==> config.mk <==
export PLATFORM = sky130hd
export DESIGN_NAME = soc_lite_top
export DESIGN_NICKNAME = d
export VERILOG_FILES = /design/src/rtl/soc_lite_top.sv
export SDC_FILE = /design/constraint.sdc
export NUM_CORES = 1
export LEC_CHECK = 0
export CAP_MARGIN = 20
export CELL_PAD_IN_SITES_DETAIL_PLACEMENT = 0
export CELL_PAD_IN_SITES_GLOBAL_PLACEMENT = 2
export CORE_UTILIZATION = 41
export DETAILED_ROUTE_END_ITERATION = 10
export HOLD_SLACK_MARGIN = 0.12
export MAX_ROUTING_LAYER = met4
export PLACE_DENSITY_LB_ADDON = 0.1
export SLEW_MARGIN = 20
export SYNTH_ARGS = -nofsm -noshare
export SYNTH_HDL_FRONTEND = slang
export SYNTH_HIERARCHICAL = 1
export SYNTH_SLANG_ARGS = --single-unit
export TNS_END_PERCENT = 50
==> constraint.sdc <==
create_clock -name clk -period 3.6 [get_ports clk]
set_clock_uncertainty 0.05 [all_clocks]
set_input_delay 0.36 -clock clk [delete_from_list [all_inputs] [get_ports clk]]
set_output_delay 0.36 -clock clk [all_outputs]
set_load 0.01 [all_outputs]
==> src/rtl/soc_lite_top.sv <==
// SoC-lite top-level glue: clock nets, the confreg register file and the
// board GPIO (LEDs, 7-segment display, switches, buttons, key matrix).

module confreg #(
  parameter bit SIMULATION = 1'b0
) (
  input  logic        clk,
  input  logic        resetn,
  input  logic        conf_en,
  input  logic [3:0]  conf_wen,
  input  logic [31:0] conf_addr,
  input  logic [31:0] conf_wdata,
  output logic [31:0] conf_rdata,
  output logic [15:0] led,
  output logic [1:0]  led_rg0,
  output logic [1:0]  led_rg1,
  output logic [7:0]  num_csn,
  output logic [6:0]  num_a_g,
  input  logic [7:0]  switch,
  input  logic [3:0]  btn_key_row,
  input  logic [1:0]  btn_step
);

  localparam int SCAN_W = SIMULATION ? 4 : 20;

  logic [31:0]       cr [8];
  logic [31:0]       timer;
  logic [15:0]       led_data;
  logic [31:0]       num_data;
  logic              open_trace;
  logic              num_monitor;
  logic              write_uart_valid;
  logic [7:0]        write_uart_data;
  logic [SCAN_W-1:0] scan_cnt;
  logic [2:0]        sel;
  logic [15:0]       off;
  logic              wr_en;
  logic              rd_en;
  logic              cr_hit;
  logic [31:0]       rd_mux;

  function automatic logic [31:0] byte_merge(input logic [31:0] old_v,
                                             input logic [31:0] new_v,
                                             input logic [3:0]  wen);
    logic [31:0] r;
    for (int b = 0; b < 4; b++) begin
      r[b*8 +: 8] = wen[b] ? new_v[b*8 +: 8] : old_v[b*8 +: 8];
    end
    return r;
  endfunction

  function automatic logic [6:0] hex2seg(input logic [3:0] h);
    logic [6:0] s;
    case (h)
      4'h0: s = 7'h7E;  4'h1: s = 7'h30;  4'h2: s = 7'h6D;  4'h3: s = 7'h79;
      4'h4: s = 7'h33;  4'h5: s = 7'h5B;  4'h6: s = 7'h5F;  4'h7: s = 7'h70;
      4'h8: s = 7'h7F;  4'h9: s = 7'h7B;  4'hA: s = 7'h77;  4'hB: s = 7'h1F;
      4'hC: s = 7'h4E;  4'hD: s = 7'h3D;  4'hE: s = 7'h4F;  default: s = 7'h47;
    endcase
    return s;
  endfunction

  assign off    = conf_addr[15:0];
  assign wr_en  = conf_en && (conf_wen != 4'h0);
  assign rd_en  = conf_en && (conf_wen == 4'h0);
  // CR0..CR7 occupy word-aligned offsets 0x8000..0x801C
  assign cr_hit = (off[15:5] == 11'h400) && (off[1:0] == 2'b00);

  assign led     = led_data;
  assign sel     = scan_cnt[SCAN_W-1 -: 3];
  assign num_csn = ~(8'b1 << sel);
  assign num_a_g = hex2seg(num_data[{sel, 2'b00} +: 4]);

  // General-purpose scratch registers CR0..CR7
  always_ff @(posedge clk or negedge resetn) begin
    if (!resetn) begin
      for (int i = 0; i < 8; i++) cr[i] <= 32'h0;
    end else if (wr_en && cr_hit) begin
      cr[off[4:2]] <= byte_merge(cr[off[4:2]], conf_wdata, conf_wen);
    end
  end

  // Free-running timer; a write in the same cycle overrides the increment
  always_ff @(posedge clk or negedge resetn) begin
    if (!resetn) begin
      timer <= 32'h0;
    end else if (wr_en && off == 16'hE000) begin
      timer <= byte_merge(timer, conf_wdata, conf_wen);
    end else begin
      timer <= timer + 32'h1;
    end
  end

  // GPIO and simulation-control registers
  always_ff @(posedge clk or negedge resetn) begin
    if (!resetn) begin
      led_data    <= 16'hFFFF;
      led_rg0     <= 2'b00;
      led_rg1     <= 2'b00;
      num_data    <= 32'h0;
      open_trace  <= 1'b1;
      num_monitor <= 1'b1;
    end else if (wr_en) begin
      case (off)
        16'hF000: begin
          if (conf_wen[0]) led_data[7:0]  <= conf_wdata[7:0];
          if (conf_wen[1]) led_data[15:8] <= conf_wdata[15:8];
        end
        16'hF004: if (conf_wen[0]) led_rg0 <= conf_wdata[1:0];
        16'hF008: if (conf_wen[0]) led_rg1 <= conf_wdata[1:0];
        16'hF010: num_data <= byte_merge(num_data, conf_wdata, conf_wen);
        16'hFFF8: if (conf_wen[0]) open_trace  <= conf_wdata[0];
        16'hFFFC: if (conf_wen[0]) num_monitor <= conf_wdata[0];
        default: ;
      endcase
    end
  end

  // Virtual UART: one-cycle strobe per byte written
  always_ff @(posedge clk or negedge resetn) begin
    if (!resetn) begin
      write_uart_valid <= 1'b0;
      write_uart_data  <= 8'h0;
    end else begin
      write_uart_valid <= wr_en && conf_wen[0] && (off == 16'hFFF0);
      if (wr_en && conf_wen[0] && (off == 16'hFFF0)) write_uart_data <= conf_wdata[7:0];
    end
  end

  // Read-data multiplexer over the register map
  always_comb begin
    rd_mux = 32'h0;
    case (off)
      16'hE000: rd_mux = timer;
      16'hF000: rd_mux = {16'h0, led_data};
      16'hF004: rd_mux = {30'h0, led_rg0};
      16'hF008: rd_mux = {30'h0, led_rg1};
      16'hF010: rd_mux = num_data;
      16'hF020: rd_mux = {24'h0, switch};
      16'hF024: rd_mux = {28'h0, ~btn_key_row};
      16'hF028: rd_mux = {30'h0, ~btn_step};
      16'hFFF4: rd_mux = {32{SIMULATION}};
      16'hFFF8: rd_mux = {31'h0, open_trace};
      16'hFFFC: rd_mux = {31'h0, num_monitor};
      default:  if (cr_hit) rd_mux = cr[off[4:2]];
    endcase
  end

  // Registered read data, held until the next read
  always_ff @(posedge clk or negedge resetn) begin
    if (!resetn) begin
      conf_rdata <= 32'h0;
    end else if (rd_en) begin
      conf_rdata <= rd_mux;
    end
  end

  // 7-segment scan counter; top three bits select the active digit
  always_ff @(posedge clk or negedge resetn) begin
    if (!resetn) begin
      scan_cnt <= '0;
    end else begin
      scan_cnt <= scan_cnt + 1'b1;
    end
  end

endmodule

module soc_lite_top #(
  parameter bit SIMULATION = 1'b0
) (
  input  logic        clk,
  input  logic        resetn,
  output logic        cpu_clk,
  input  logic        conf_en,
  input  logic [3:0]  conf_wen,
  input  logic [31:0] conf_addr,
  input  logic [31:0] conf_wdata,
  output logic [31:0] conf_rdata,
  output logic [15:0] led,
  output logic [1:0]  led_rg0,
  output logic [1:0]  led_rg1,
  output logic [7:0]  num_csn,
  output logic [6:0]  num_a_g,
  input  logic [7:0]  switch,
  output logic [3:0]  btn_key_col,
  input  logic [3:0]  btn_key_row,
  input  logic [1:0]  btn_step
);

  logic sys_clk;

  assign sys_clk     = clk;
  assign cpu_clk     = clk;
  assign btn_key_col = 4'b0000;

  confreg #(.SIMULATION(SIMULATION)) u_confreg (
    .clk         (sys_clk),
    .resetn      (resetn),
    .conf_en     (conf_en),
    .conf_wen    (conf_wen),
    .conf_addr   (conf_addr),
    .conf_wdata  (conf_wdata),
    .conf_rdata  (conf_rdata),
    .led         (led),
    .led_rg0     (led_rg0),
    .led_rg1     (led_rg1),
    .num_csn     (num_csn),
    .num_a_g     (num_a_g),
    .switch      (switch),
    .btn_key_row (btn_key_row),
    .btn_step    (btn_step)
  );

endmodule

# --- Word level (Yosys, flattened, before mapping) ---
# Memory sizes are Yosys's and may differ from the RTL's.
# Cells that the tools add are included.
classes:
  n_addsub: 2
  n_lt_le_gt_ge: 2
  n_eq_ne: 16
  n_shift: 2
  n_mux: 17
  n_bitwise: 4
  reduce_logical: 19
ops:
  columns: ["cell", "n"]
  rows:
  - ["$pmux W32 S11", 1]
  - ["$bwmux W256", 1]
  - ["$eq A16 B16 Y1 const B", 11]
  - ["$mux W32", 5]
  - ["$bmux W32 S3", 1]
  - ["$demux W32 S3", 1]
  - ["$mux W8", 8]
  - ["$add A32 B1 Y32 const B", 1]
  - ["$shiftx A32 B6 Y4", 1]
  - ["$reduce_and A3 Y1", 10]
  - ["$add A20 B1 Y20 const B", 1]
  - ["$eq A11 B11 Y1 const B", 1]
  - ["$ne A2 B2 Y1 const B", 4]
  - ["$not A8 Y8", 1]
  - ["$shl A1 B3 Y8 const A", 1]
  - ["$logic_and A1 B1 Y1", 6]
  - ["$ge A4 B4 Y1 const B", 1]
  - ["$logic_not A4 Y1", 1]
  - ["$lt A4 B1 Y1 const B", 1]
  - ["$not A3 Y4", 1]
  - ["$not A4 Y4", 1]
  - ["$reduce_bool A4 Y1", 1]
  - ["$logic_not A2 Y1", 1]
  - ["$not A2 Y2", 1]
word_totals:
  reg_bits: 394
  mem_bits_ro: 112
  inputBits: 85
  out_inout_bits: 72
  word_cells: 87
  n_memories: 1
memory_table:
  columns: ["name", "words", "word_bits", "rd", "rd_ports_with_merged_regs", "write_ports", "line_no", "rtl"]
  rows:
  - ["(name not given)", 16, 7, 1, 0, 0, "54", "case (h)"]

# --- Longest topological paths before layout ---
# Gate-level depths: netlist (run 1).
logic_depth:
  ltp_word: 6
  ltp_mapped: 10
  ltp_nobuf: 8

# --- Hierarchy ---
# The synthesis (run 1) kept the hierarchy.
modules_own_cells:
  columns: ["mod", "n_inst", "cells_each", "area_each_um2", "seq_area_each_um2"]
  rows:
  - ["confreg", 1, 1509, 19213.4, 9882.0]
  - ["soc_lite_top", 1, 6, 41.3, 0.0]

==> results of run 1 <==
-- worst max-delay path by stage --
stage	to	slack (ns)
floorplan	num_a_g[3]	0.58
CTS	num_a_g[2]	0.04
finish	num_a_g[4]	0.15
detailed placement	u_confreg/cr[188]	0.23
global route	num_a_g[4]	0.004
global placement	u_confreg/timer[7]	0.23
-- registers in the layout, indices dropped and copies added, names as in the netlist, 2 cells and up --
name                  flops
u_confreg/scan_cnt       20
u_confreg/conf_rdata     32
u_confreg/led            16
u_confreg/cr            256
u_confreg/num_data       32
u_confreg/timer          32
u_confreg/led_rg0         2
u_confreg/led_rg1         2
-- Yosys cell counts (10+ instances only) --
library cell | instances | area, um^2
mux4_2 | 72 | 1620
mux2_2 | 308 | 3470
nand3_1 | 27 | 135
o21ai_0 | 33 | 165
nand2_1 | 165 | 619
buf_1 | 12 | 45.0
nor3_1 | 18 | 90.1
dfrtp_1 | 376 | 9410
and3_1 | 14 | 87.6
nor2_1 | 76 | 285
mux2_1 | 26 | 293
xnor2_1 | 12 | 105
nor4_1 | 10 | 62.6
a21oi_1 | 65 | 325
a211oi_1 | 10 | 75.1
clkbuf_1 | 56 | 210
nand4_1 | 17 | 106
dfstp_2 | 18 | 473
buf_6 | 14 | 158
a221oi_1 | 21 | 184
and2_1 | 10 | 62.6
a31oi_1 | 10 | 62.6
a22oi_1 | 15 | 113
-- critical path, cell delays in order (launching register included) --
cell and delay (ns):
dfrtp_4 0.51, mux4_2 0.57, mux2i_1 0.18, buf_4 0.16
ha_1 0.17, nor3_1 0.06, a31oi_1 0.14, clkdlybuf4s50_1 0.56
-- metal layers --
layer  vias to the layer above  wire length (um)  track usage, %
met1                      7010             27600            36.5
li1                       5946                 -               -
met2                       273             25400            37.0
met3                        79              2290            3.23
met5                         -                 0               -
met4                         0              1100            6.71
-- cell type report --
class                      instances  area share (%)
sequential                       394            42.6
multi-input combinational       1021            38.3
timing repair buffer             197            8.70
clock buffer                      72            6.12
tap                              607            3.27
clock inverter                    17           0.889
inverter                           9           0.146
antenna                            1          0.0108
-- metrics by stage --
stage | power [mW] | setup slack [ns]
2_1_floorplan | 4.92 | 0.582
3_3_place_gp | 5.38 | 0.230
3_5_place_dp | 5.39 | 0.226
4_1_cts | 10.4 | 0.0418
5_1_grt | 10.6 | 0.00383
6_report | 10.2 | 0.155
-- repair_timing --
item                                    CTS  global route
endpoints found under the setup margin    7             1
hold buffers                              1             0
gates resized for setup                  11             1
buffers inserted                          2             0
hold endpoints to repair                 81             0
-- power groups by stage --
stage / Clock [mW] / Sequential (mW) / Combinational, mW
after floorplan: 0.0229 / 4.67 / 0.232
after global placement: 0.0283 / 4.65 / 0.702
after detailed placement: 0.0283 / 4.65 / 0.705
after CTS: 5.07 / 4.58 / 0.708
after global routing: 5.25 / 4.59 / 0.757
final: 4.93 / 4.58 / 0.696
-- kinds of logic after synthesis --
| family | count (synthesis) | share of synthesized area [%] |
|---|---|---|
| muxes | 413 | 28.3 |
| adders and majority gates | 9 | 0.585 |
| DFF | 394 | 51.3 |
| and+or+nand+nor | 378 | 9.36 |
| buffers and inverters | 103 | 2.71 |
| AOI/OAI and AO/OA | 199 | 6.87 |
| other | 1 | 0.0195 |
| xor gates and xnor gates | 18 | 0.819 |
==> results.md, run 1 <==
* Die area at 47800 um^2
* Count of non-filler cells in the finished layout at 2318
* Flop pwr share at 44.8%
* Vias in the first global route at 13695
* P_int at 7.82 mW
* Congestion Overflow GR at 0
* Design area at 23200 um^2
* Number of max-cap violations at 0
* Final Hold Viols at 0
* Slew HR at 44.3%
* Cell count after synthesis at 1515
* RSZ-0062 raised after global routing: no
* Gr usage total at 25.1%
* CTS tree: built
* Most frequent cells in the layout: 374 x dfrtp_1, 308 x mux2_2, 165 x nand2_1
* Clock group share of total power at 48.3%
* Reg-to-reg startpoint: u_confreg/timer[0]
* Worst slew pin tran at 0.835 ns
* Synth Warn # at 6
* Sw Share at 23.3%
* Detail Route Antenna Nets at 0
* Fin crit share at 95.7%
* WL per Instance at 24.3 um
* Ports at 157
* Share of cells above drive strength 1 at 33.2%
* Crit path max fanout at 6
* Final core utilization at 50.0%
* Via density per instance at 5.74
* Sum Neg Setup Slack at 0 ns
* CP startpoint: u_confreg/scan_cnt[18]
* Yosys reg bits at 394
* Filler cells at 4185
* Placed insts at 2226
* Initial DRC count at 903
* CP startpoint kind: flip-flop
* Vias after detailed routing at 13308
* Max frequency at 0.290 GHz
* Drt pass-1 iters at 5
* Slew Limit Fails at 0
* Hold Slack at 0.240 ns
* Multi-input gate area at 8880 um^2
* Leading cell type in the layout, fill and taps excluded: dfrtp_1
* Leak at 10.6 nW
* CP endpoint kind: primary output
* Switching power at 2.38 mW
* CP arrival at 3.04 ns
* Residual DRC at 0
* Main synth FF type: dfrtp_1
* Worst-path clk slew at 0.06 ns
* Final min period at 3.45 ns
* Crit Path Class: flip-flop to primary output
* Die Width at 219 um
* WL final at 56.4 mm
* Synth unique cells at 63
* Mapped cell area at 19300 um^2
* Syn Area/Cell at 12.7 um^2
* Port Buffer Count at 136
* HP Class: input pin to asynchronous set/reset pin
* First-pass GRT wire length at 87.5 mm
* FF/Latch Area at 9890 um^2
* Area delta synth->final at 20.6%
* Initial core utilization at 41.4%
* VDD IR max at 0.371 mV
* Largest net degree at the start of global routing at 95
* Die Ht at 219 um
* # setup viols final at 0
* Sequential fraction of the synthesis area at 51.3%
* Hpwl dp at 38.0 mm
* Outcome: complete, no violations
* Number of synthesized flops with an enable pin at 0
* Nets at 1767
* Reg2reg setup slack at 1.04 ns
* Comb power frac at 6.8%
* Power per cell area at 440 nW/um^2
* Worst R2R Path Depth at 7
* Worst R2R End: u_confreg/timer[29]
* DP Area at 21600 um^2
* WP data required at 3.19 ns
* Core box area at 46500 um^2
* Skew-Pair Late Insertion Delay at 0.69 ns
* GP Congestion at 0.891
* Initial antenna violation count at 1
* Asr flop ratio synth at 100%
* Row count at 79
Note: power is estimated with default switching activity, not from simulation.
==> run 2, diff against run 1 <==
CORE_ASPECT_RATIO = 0.8   (was unset)
CORE_UTILIZATION = 40   (was 41)
REMOVE_ABC_BUFFERS = 1   (was unset)
==> run 2 against run 1 <==
  * The run now ends with DRC left
  * Hold slack got worse by 0.011 ns
  * Final cell count increased by 1.2%
  * Critical path depth increased by 3
  * Clock power about the same
  * Fmax decreased by 0.32%
  * Core utilization decreased by 0.45 points
  * Non-clock buffer count increased by 18
  * Setup slack got worse by 0.011 ns
  * Global-route usage increased by 0.69 points
  * Final area increased by 0.80%
  * Routed wire length increased by 5.5%
  * Sequential power about the same
  * Critical path type unchanged
  * Largest cell class unchanged
==> results.md, run 2 (synthesized netlist as in run 1, its figures left out) <==
* HP Class: input pin to asynchronous set/reset pin
* Vias after detailed routing at 13509 (+1.5%)
* First-pass GRT wire length at 90.7 mm (+3.6%)
* Vias in the first global route at 13893 (+1.4%)
* Die area at 49000 um^2 (+2.5%)
* WL per Instance at 25.4 um (+4.3%)
* Top Layer Used: met4
* VDD IR max at 0.300 mV (-19%)
* Outcome: finished, violations left
* Max frequency at 0.289 GHz (-0.32%)
* Comb power frac at 6.7% (about the same)
* Switching power at 2.39 mW (+0.47%)
* Ports at 157 (unchanged)
* Power per cell area at 437 nW/um^2 (-0.53%)
* DRT met1 WL at 28.6 mm (+3.3%)
* Initial DRC count at 931 (+3.1%)
* Crit Path Class: flip-flop to primary output
* Leak at 10.7 nW (+0.91%)
* Worst R2R End: u_confreg/timer[30]
* Congestion Overflow GR at 0 (unchanged)
* Worst R2R Path Depth at 8 (+1)
* Gr usage total at 25.8% (+0.69 points)
* Buffer and inverter count on the worst path at 3 (+1)
* Port Buffer Count at 136 (unchanged)
* # setup viols final at 0 (unchanged)
* Residual DRC at 11 (+11)
* CP arrival at 3.05 ns (about the same)
* Clock group share of total power at 48.4% (about the same)
* Row count at 71 (-10%)
* Setup ws final at 0.144 ns (-0.0110 ns)
* Sw Share at 23.4% (+0.046 points)
* Crit path max fanout at 8 (+2)
* Worst-path clk slew at 0.06 ns (about the same)
* Most frequent cells in the layout: 375 x dfrtp_1, 308 x mux2_2, 162 x nand2_1
* Largest net degree at the start of global routing at 84 (-12%)
* Initial core utilization at 40.7% (-0.70 points)
* Initial antenna violation count at 1 (unchanged)
* WL final at 59.5 mm (+5.5%)
* Detail Route Antenna Nets at 0 (unchanged)
* Number of max-cap violations at 0 (unchanged)
* P_int at 7.84 mW (+0.21%)
* Slew HR at 43.9% (-0.42 points)
* CP startpoint kind: flip-flop
* Slew Limit Fails at 0 (unchanged)
* CP endpoint kind: primary output
* Setup Slack @ Placement at 0.122 ns (-0.105 ns)
* Reg2reg setup slack at 1.12 ns (+0.08 ns)
* Leading cell type in the layout, fill and taps excluded: dfrtp_1
* WP data required at 3.19 ns (about the same)
* Area delta synth->final at 21.5%
* # diodes at 0 (-1)
* Crit path to: num_a_g[5]
* Cells along the critical path: buf_12 -> mux4_2 -> mux2i_4 -> buf_4 -> ha_1 -> nor2_1 -> a21oi_1 -> nor2_1 -> a21oi_2 -> dlygate4sd2_1
* CP startpoint: u_confreg/scan_cnt[18]
* Top reg by flops: u_confreg/cr
* Failing checks: DRC
* GP Congestion at 0.871 (-2.3%)
* Nets at 1783 (+0.91%)
* Critical Path Stages at 10 (+3)
* Hold Slack at 0.229 ns (-0.0108 ns)
* Met3 WL post-DR at 2.66 mm (+16%)
* Core box area at 47300 um^2 (+1.7%)
* Final min period at 3.46 ns (+0.0110 ns)
* Share of cells above drive strength 1 at 34.5% (+1.3 points)
* Reg-to-reg startpoint: u_confreg/timer[0]
* Drt pass-1 iters at 10 (+5)
* Skew-Pair Late Insertion Delay at 0.69 ns (about the same)
* CTS tree: built
* Via density per instance at 5.76 (+0.34%)
* Hpwl dp at 38.2 mm (+0.65%)
* Fin crit share at 96.0% (+0.30 points)
* Die Width at 247 um (+13%)
* RSZ-0062 raised after global routing: no
* Max stage delay on crit path at 0.57 ns (about the same)
* Die Ht at 198 um (-9.4%)
* Top delay family on crit path: multiplexers
* Final Hold Viols at 0 (unchanged)
* Critical path's slowest cell: mux4_2
* Most frequent cell on the critical path: nor2_1
* Wire length on met2 at 27.3 mm (+7.7%)
* Worst slew pin tran at 0.834 ns (-0.00136 ns)
* Max reg flops at 256 (unchanged)
* Flop pwr share at 44.9% (about the same)
## run 2: cell count changes in the layout (fill, tap and decap cells not counted), moves of 2 or more
cell / before / now
dlygate4sd2_1: 5 / 2
clkinv_2: 10 / 6
nand2_2: 0 / 3
clkbuf_1: 13 / 11
clkbuf_8: 8 / 12
nand2_1: 165 / 162
buf_4: 45 / 67
## run 2: repair_timing
item / CTS / global route
hold buffers: 1 / 0
endpoints found under the hold margin: 75 / 0
setup buffers: 5 / 0
gates cloned: 0 / 0
endpoints found under the setup margin: 7 / 2
pin swaps: 0 / 1
resized for setup: 14 / 3
## run 2: routing by layer
metal / global-route usage [%] / vias up
met1: 36.7 / 7091
met5: - / -
met3: 3.55 / 70
li1: - / 5986
met2: 39.1 / 362
met4: 6.27 / 0
## run 2: layout make-up
| class | count | area [um^2] |
|---|---|---|
| tap | 620 | 776 |
| sequential | 394 | 9890 |
| multi-input combinational | 1021 | 8920 |
| inverter | 9 | 33.8 |
| clock inverter | 13 | 181 |
| clock buffer | 73 | 1440 |
| timing repair buffer | 215 | 2160 |
| fill | 4245 | 23900 |
## run 2: worst min path at each step
stage	startpoint	endpoint	slack (ns)	depth (start not counted)
after CTS	conf_addr[3]	u_confreg/conf_rdata[0]	0.23	5
after global routing	resetn	u_confreg/led_rg1[0]	0.28	2
after global placement	resetn	u_confreg/led_rg1[0]	0.38	1
after detailed placement	resetn	u_confreg/led_rg0[0]	0.38	1
final	resetn	u_confreg/led_rg0[0]	0.23	2
after floorplan	resetn	u_confreg/conf_rdata[0]	0.01	0
## run 2: worst register-to-register path, stage by stage, from the launching register on
cell      delay (ns)
dfrtp_1         0.48
ha_1            0.24
nand3_1         0.19
nor2_1          0.35
nand2_1         0.39
nor3_1          0.29
buf_4           0.17
a211oi_1        0.07
nor3_1          0.18
## run 2: through the flow
step	area [um^2]	cells	total power [mW]	setup TNS [ns]	util, %
after floorplan	18800	1424	4.85	-11.15	-
after global placement	21700	2254	5.40	0	46.0
after detailed placement	21700	2254	5.40	0	46.0
after CTS	23400	2345	10.4	-0.231	49.5
after global routing	23400	2345	10.6	0	49.5
final	23400	2345	10.2	0	49.5
## run 2: power groups by stage
stage | Combinational [mW] | Sequential, mW | Clock [mW]
2_1_floorplan | 0.177 | 4.67 | 0
4_1_cts | 0.702 | 4.60 | 5.09
3_5_place_dp | 0.698 | 4.67 | 0.0283
3_3_place_gp | 0.695 | 4.67 | 0.0283
6_report | 0.690 | 4.59 | 4.95
5_1_grt | 0.751 | 4.60 | 5.25
==> run 3, diff against run 2 <==
CELL_PAD_IN_SITES_DETAIL_PLACEMENT = unset   (was 0)
CELL_PAD_IN_SITES_GLOBAL_PLACEMENT = unset   (was 2)
PLACE_DENSITY_LB_ADDON = unset   (was 0.1)
SYNTH_HIERARCHICAL = unset   (was 1)
==> run 3 against run 2 <==
  * The run now ends clean
  * Setup slack got worse by 0.013 ns
  * Combinational power rose by 17%
  * Synthesized area is 2.1% lower
  * Routed wire length is 5.8% lower
  * Sequential share of layout area grew 1.6 points
  * Critical endpoint unchanged
==> results.md, run 3 <==
* Outcome: complete, no violations
* Yosys reg bits at 394 (unchanged)
* Leak at 9.54 nW (-11%)
* Asr flop ratio synth at 100% (unchanged)
* Count leader, synth: dfrtp_1
* Max stage delay on crit path at 0.59 ns (+0.02 ns)
* WL per Instance at 22.3 um (-12%)
* Placed insts at 2437 (+8.1%)
* Slew Limit Fails at 0 (unchanged)
* Slew HR at 37.7% (-6.2 points)
* First-pass GRT wire length at 87.5 mm (-3.5%)
* Die Width at 245 um (-1.0%)
* Fin crit share at 96.4% (+0.36 points)
* Mapped cell area at 18900 um^2 (-2.1%)
* Share of cells above drive strength 1 at 17.6% (-17 points)
* Sum Neg Setup Slack at 0 ns (unchanged)
* CP startpoint kind: flip-flop
* Via density per instance at 5.72 (-0.74%)
* Core box area at 46100 um^2 (-2.5%)
* Top cells by instance count after synthesis: 376 x dfrtp_1, 313 x nand2_1, 278 x o21ai_0, 99 x clkbuf_1, 81 x mux2_2
* CTS tree: built
* Row count at 70 (-1.4%)
* Crit Path Class: flip-flop to primary output
* CP arrival at 3.06 ns (about the same)
* Top cells by area, synth: dfrtp_1 50%, mux4_2 8.1%, o21ai_0 7.4%
* # diodes at 0 (unchanged)
* WL final at 56.1 mm (-5.8%)
* Number of max-cap violations at 0 (unchanged)
* Crit path max fanout at 6 (-2)
* GP Congestion at 0.930 (+6.9%)
* Residual DRC at 0 (-11)
* Drt pass-1 iters at 5 (-5)
* Critical path's slowest cell: mux4_2
* Worst-path clk slew at 0.06 ns (about the same)
* Setup ws final at 0.131 ns (-0.0129 ns)
* Gr usage total at 24.6% (-1.2 points)
* RSZ-0062 raised after global routing: no
* Port Buffer Count at 136 (unchanged)
* Cells along the critical path: mux4_2 -> o21ai_0 -> buf_4 -> inv_1 -> ha_2 -> inv_1 -> mux2_2 -> a2bb2oi_1 -> dlygate4sd2_1
* Final Hold Viols at 0 (unchanged)
* Cell count after synthesis at 1746 (+15%)
* Nets at 1968 (+10%)
* Ports at 157 (unchanged)
* Vias after detailed routing at 14387 (+6.5%)
* Main synth FF type: dfrtp_1
* WP data required at 3.19 ns (about the same)
* Leading cell type in the layout, fill and taps excluded: dfrtp_1
* Synth Warn # at 0 (-6)
* Skew-Pair Late Insertion Delay at 0.66 ns (-0.03 ns)
* Count of non-filler cells in the finished layout at 2516 (+7.3%)
* Sequential fraction of the synthesis area at 52.4% (+1.1 points)
* Setup Slack @ Placement at 0.283 ns (+0.161 ns)
* Detail Route Antenna Nets at 0 (unchanged)
* Largest net degree at the start of global routing at 92 (+9.5%)
* Top reg by flops: u_confreg.cr
* Congestion Overflow GR at 0 (unchanged)
* Die Ht at 196 um (-1.0%)
* Number of synthesized flops with an enable pin at 0 (unchanged)
* Initial antenna violation count at 0 (-1)
* # setup viols final at 0 (unchanged)
* Worst slew pin tran at 0.926 ns (+0.0920 ns)
* VDD IR max at 0.313 mV (+4.4%)
* Power per cell area at 436 nW/um^2 (-0.40%)
* Die area at 48000 um^2 (-2.1%)
* Vias in the first global route at 14524 (+4.5%)
* Area delta synth->final at 19.5%
* Syn Area/Cell at 10.8 um^2 (-15%)
* Initial DRC count at 1140 (+22%)
* Post-synth top area share at 49.9% (+1.0 points)
* Synth unique cells at 71 (+13%)
* Total power at 9.81 mW (-4.1%)
* Max frequency at 0.288 GHz (-0.37%)
* Post-synth top area cell: dfrtp_1
* Max reg flops at 256 (unchanged)
* Final min period at 3.47 ns (+0.0129 ns)
* CP endpoint kind: primary output
* HP Class: input pin to flip-flop
* Hpwl dp at 38.6 mm (+0.84%)
* Initial core utilization at 40.9% (+0.18 points)
* Most frequent cell on the critical path: inv_1
* Most frequent cells in the layout: 374 x dfrtp_1, 312 x nand2_1, 276 x o21ai_0
## run 3: cell count changes after synthesis, sizes merged, moves of 6 or more
cell and change:
a21oi -8, a221oi +8, a31oi -6, buf -10, clkbuf +43, inv +8
mux2 -246, mux2i +45, nand2 +148, nand3 +19, nor2 -13, o21ai +244
## run 3: worst paths after layout
check                                             end  slack [ns]  cells past startpoint                    from
worst max-delay path                       num_a_g[5]        0.13                      9  u_confreg.scan_cnt[17]
worst min-delay path            u_confreg.num_monitor        0.20                      3            conf_addr[2]
worst max register to register    u_confreg.timer[29]        1.19                      6      u_confreg.timer[0]
worst min register to register  u_confreg.scan_cnt[0]        0.39                      1   u_confreg.scan_cnt[0]
max in group asynchronous           u_confreg.led[10]        2.26                      3                  resetn
min in group asynchronous           u_confreg.cr[210]        0.21                      2                  resetn
## run 3: power by group
group	leakage [nW]	switching, mW	internal, mW	total, mW
Sequential	5.28	0.118	4.54	4.66
Combinational	3.59	0.457	0.349	0.806
Clock	0.678	1.74	2.60	4.35
Total	9.54	2.32	7.49	9.81
## run 3: critical path: cells and delay by family (launching register included)
family	cells	cell delay (ns)
buffers and inverters	4	0.63
AO/OA/AOI/OAI	2	0.35
adder cells (fa/ha/maj)	1	0.20
multiplexers	2	0.75
flip-flops	1	0.47
## run 3: final cells by class
class | count | area (um^2)
Timing Repair Buffer | 204 | 1960
Clock buffer | 73 | 1340
Multi-Input combinational cell | 1212 | 8460
Clock inverter | 5 | 50.0
Inverter | 16 | 60.1
Sequential cell | 394 | 9880
Fill cell | 4203 | 23500
Tap cell | 612 | 766
## run 3: through the flow
stage	hold WS (ns)	utilization (%)	area, um^2
6_report	0.204	48.9	22500
5_1_grt	0.212	48.9	22500
4_1_cts	0.183	48.8	22500
3_5_place_dp	0.371	45.8	21100
3_3_place_gp	0.363	45.8	21100
2_1_floorplan	0.0144	-	18300
## run 3: repair_timing
action,in CTS,in global routing
cloned,0,0
setup endpoints to repair,7,5
setup buffers,1,0
hold buffers,1,0
gates resized for setup,10,7
hold endpoints to repair,80,0
## run 3: cells by family (layout without fill, tap and decap cells)
family | count (synthesis) | in the layout | share of synthesized area (%)
AO/OA/AOI/OAI | 445 | 445 | 13.9
adder cells (fa/ha/maj) | 9 | 9 | 0.597
multiplexers | 208 | 208 | 16.3
flip-flops | 394 | 394 | 52.4
AND/OR/NAND/NOR | 526 | 526 | 12.8
other | 1 | 4 | 0.0199
XOR/XNOR | 20 | 20 | 0.929
buffers and inverters | 143 | 298 | 3.11
## run 3: per-layer routing
layer	global-route usage, %	vias up	part of all wire, %
li1	-	6600	-
met1	34.6	7215	46
met2	36.4	484	44
met3	4.71	88	7.1
met4	6.71	0	2.5
met5	-	-	0
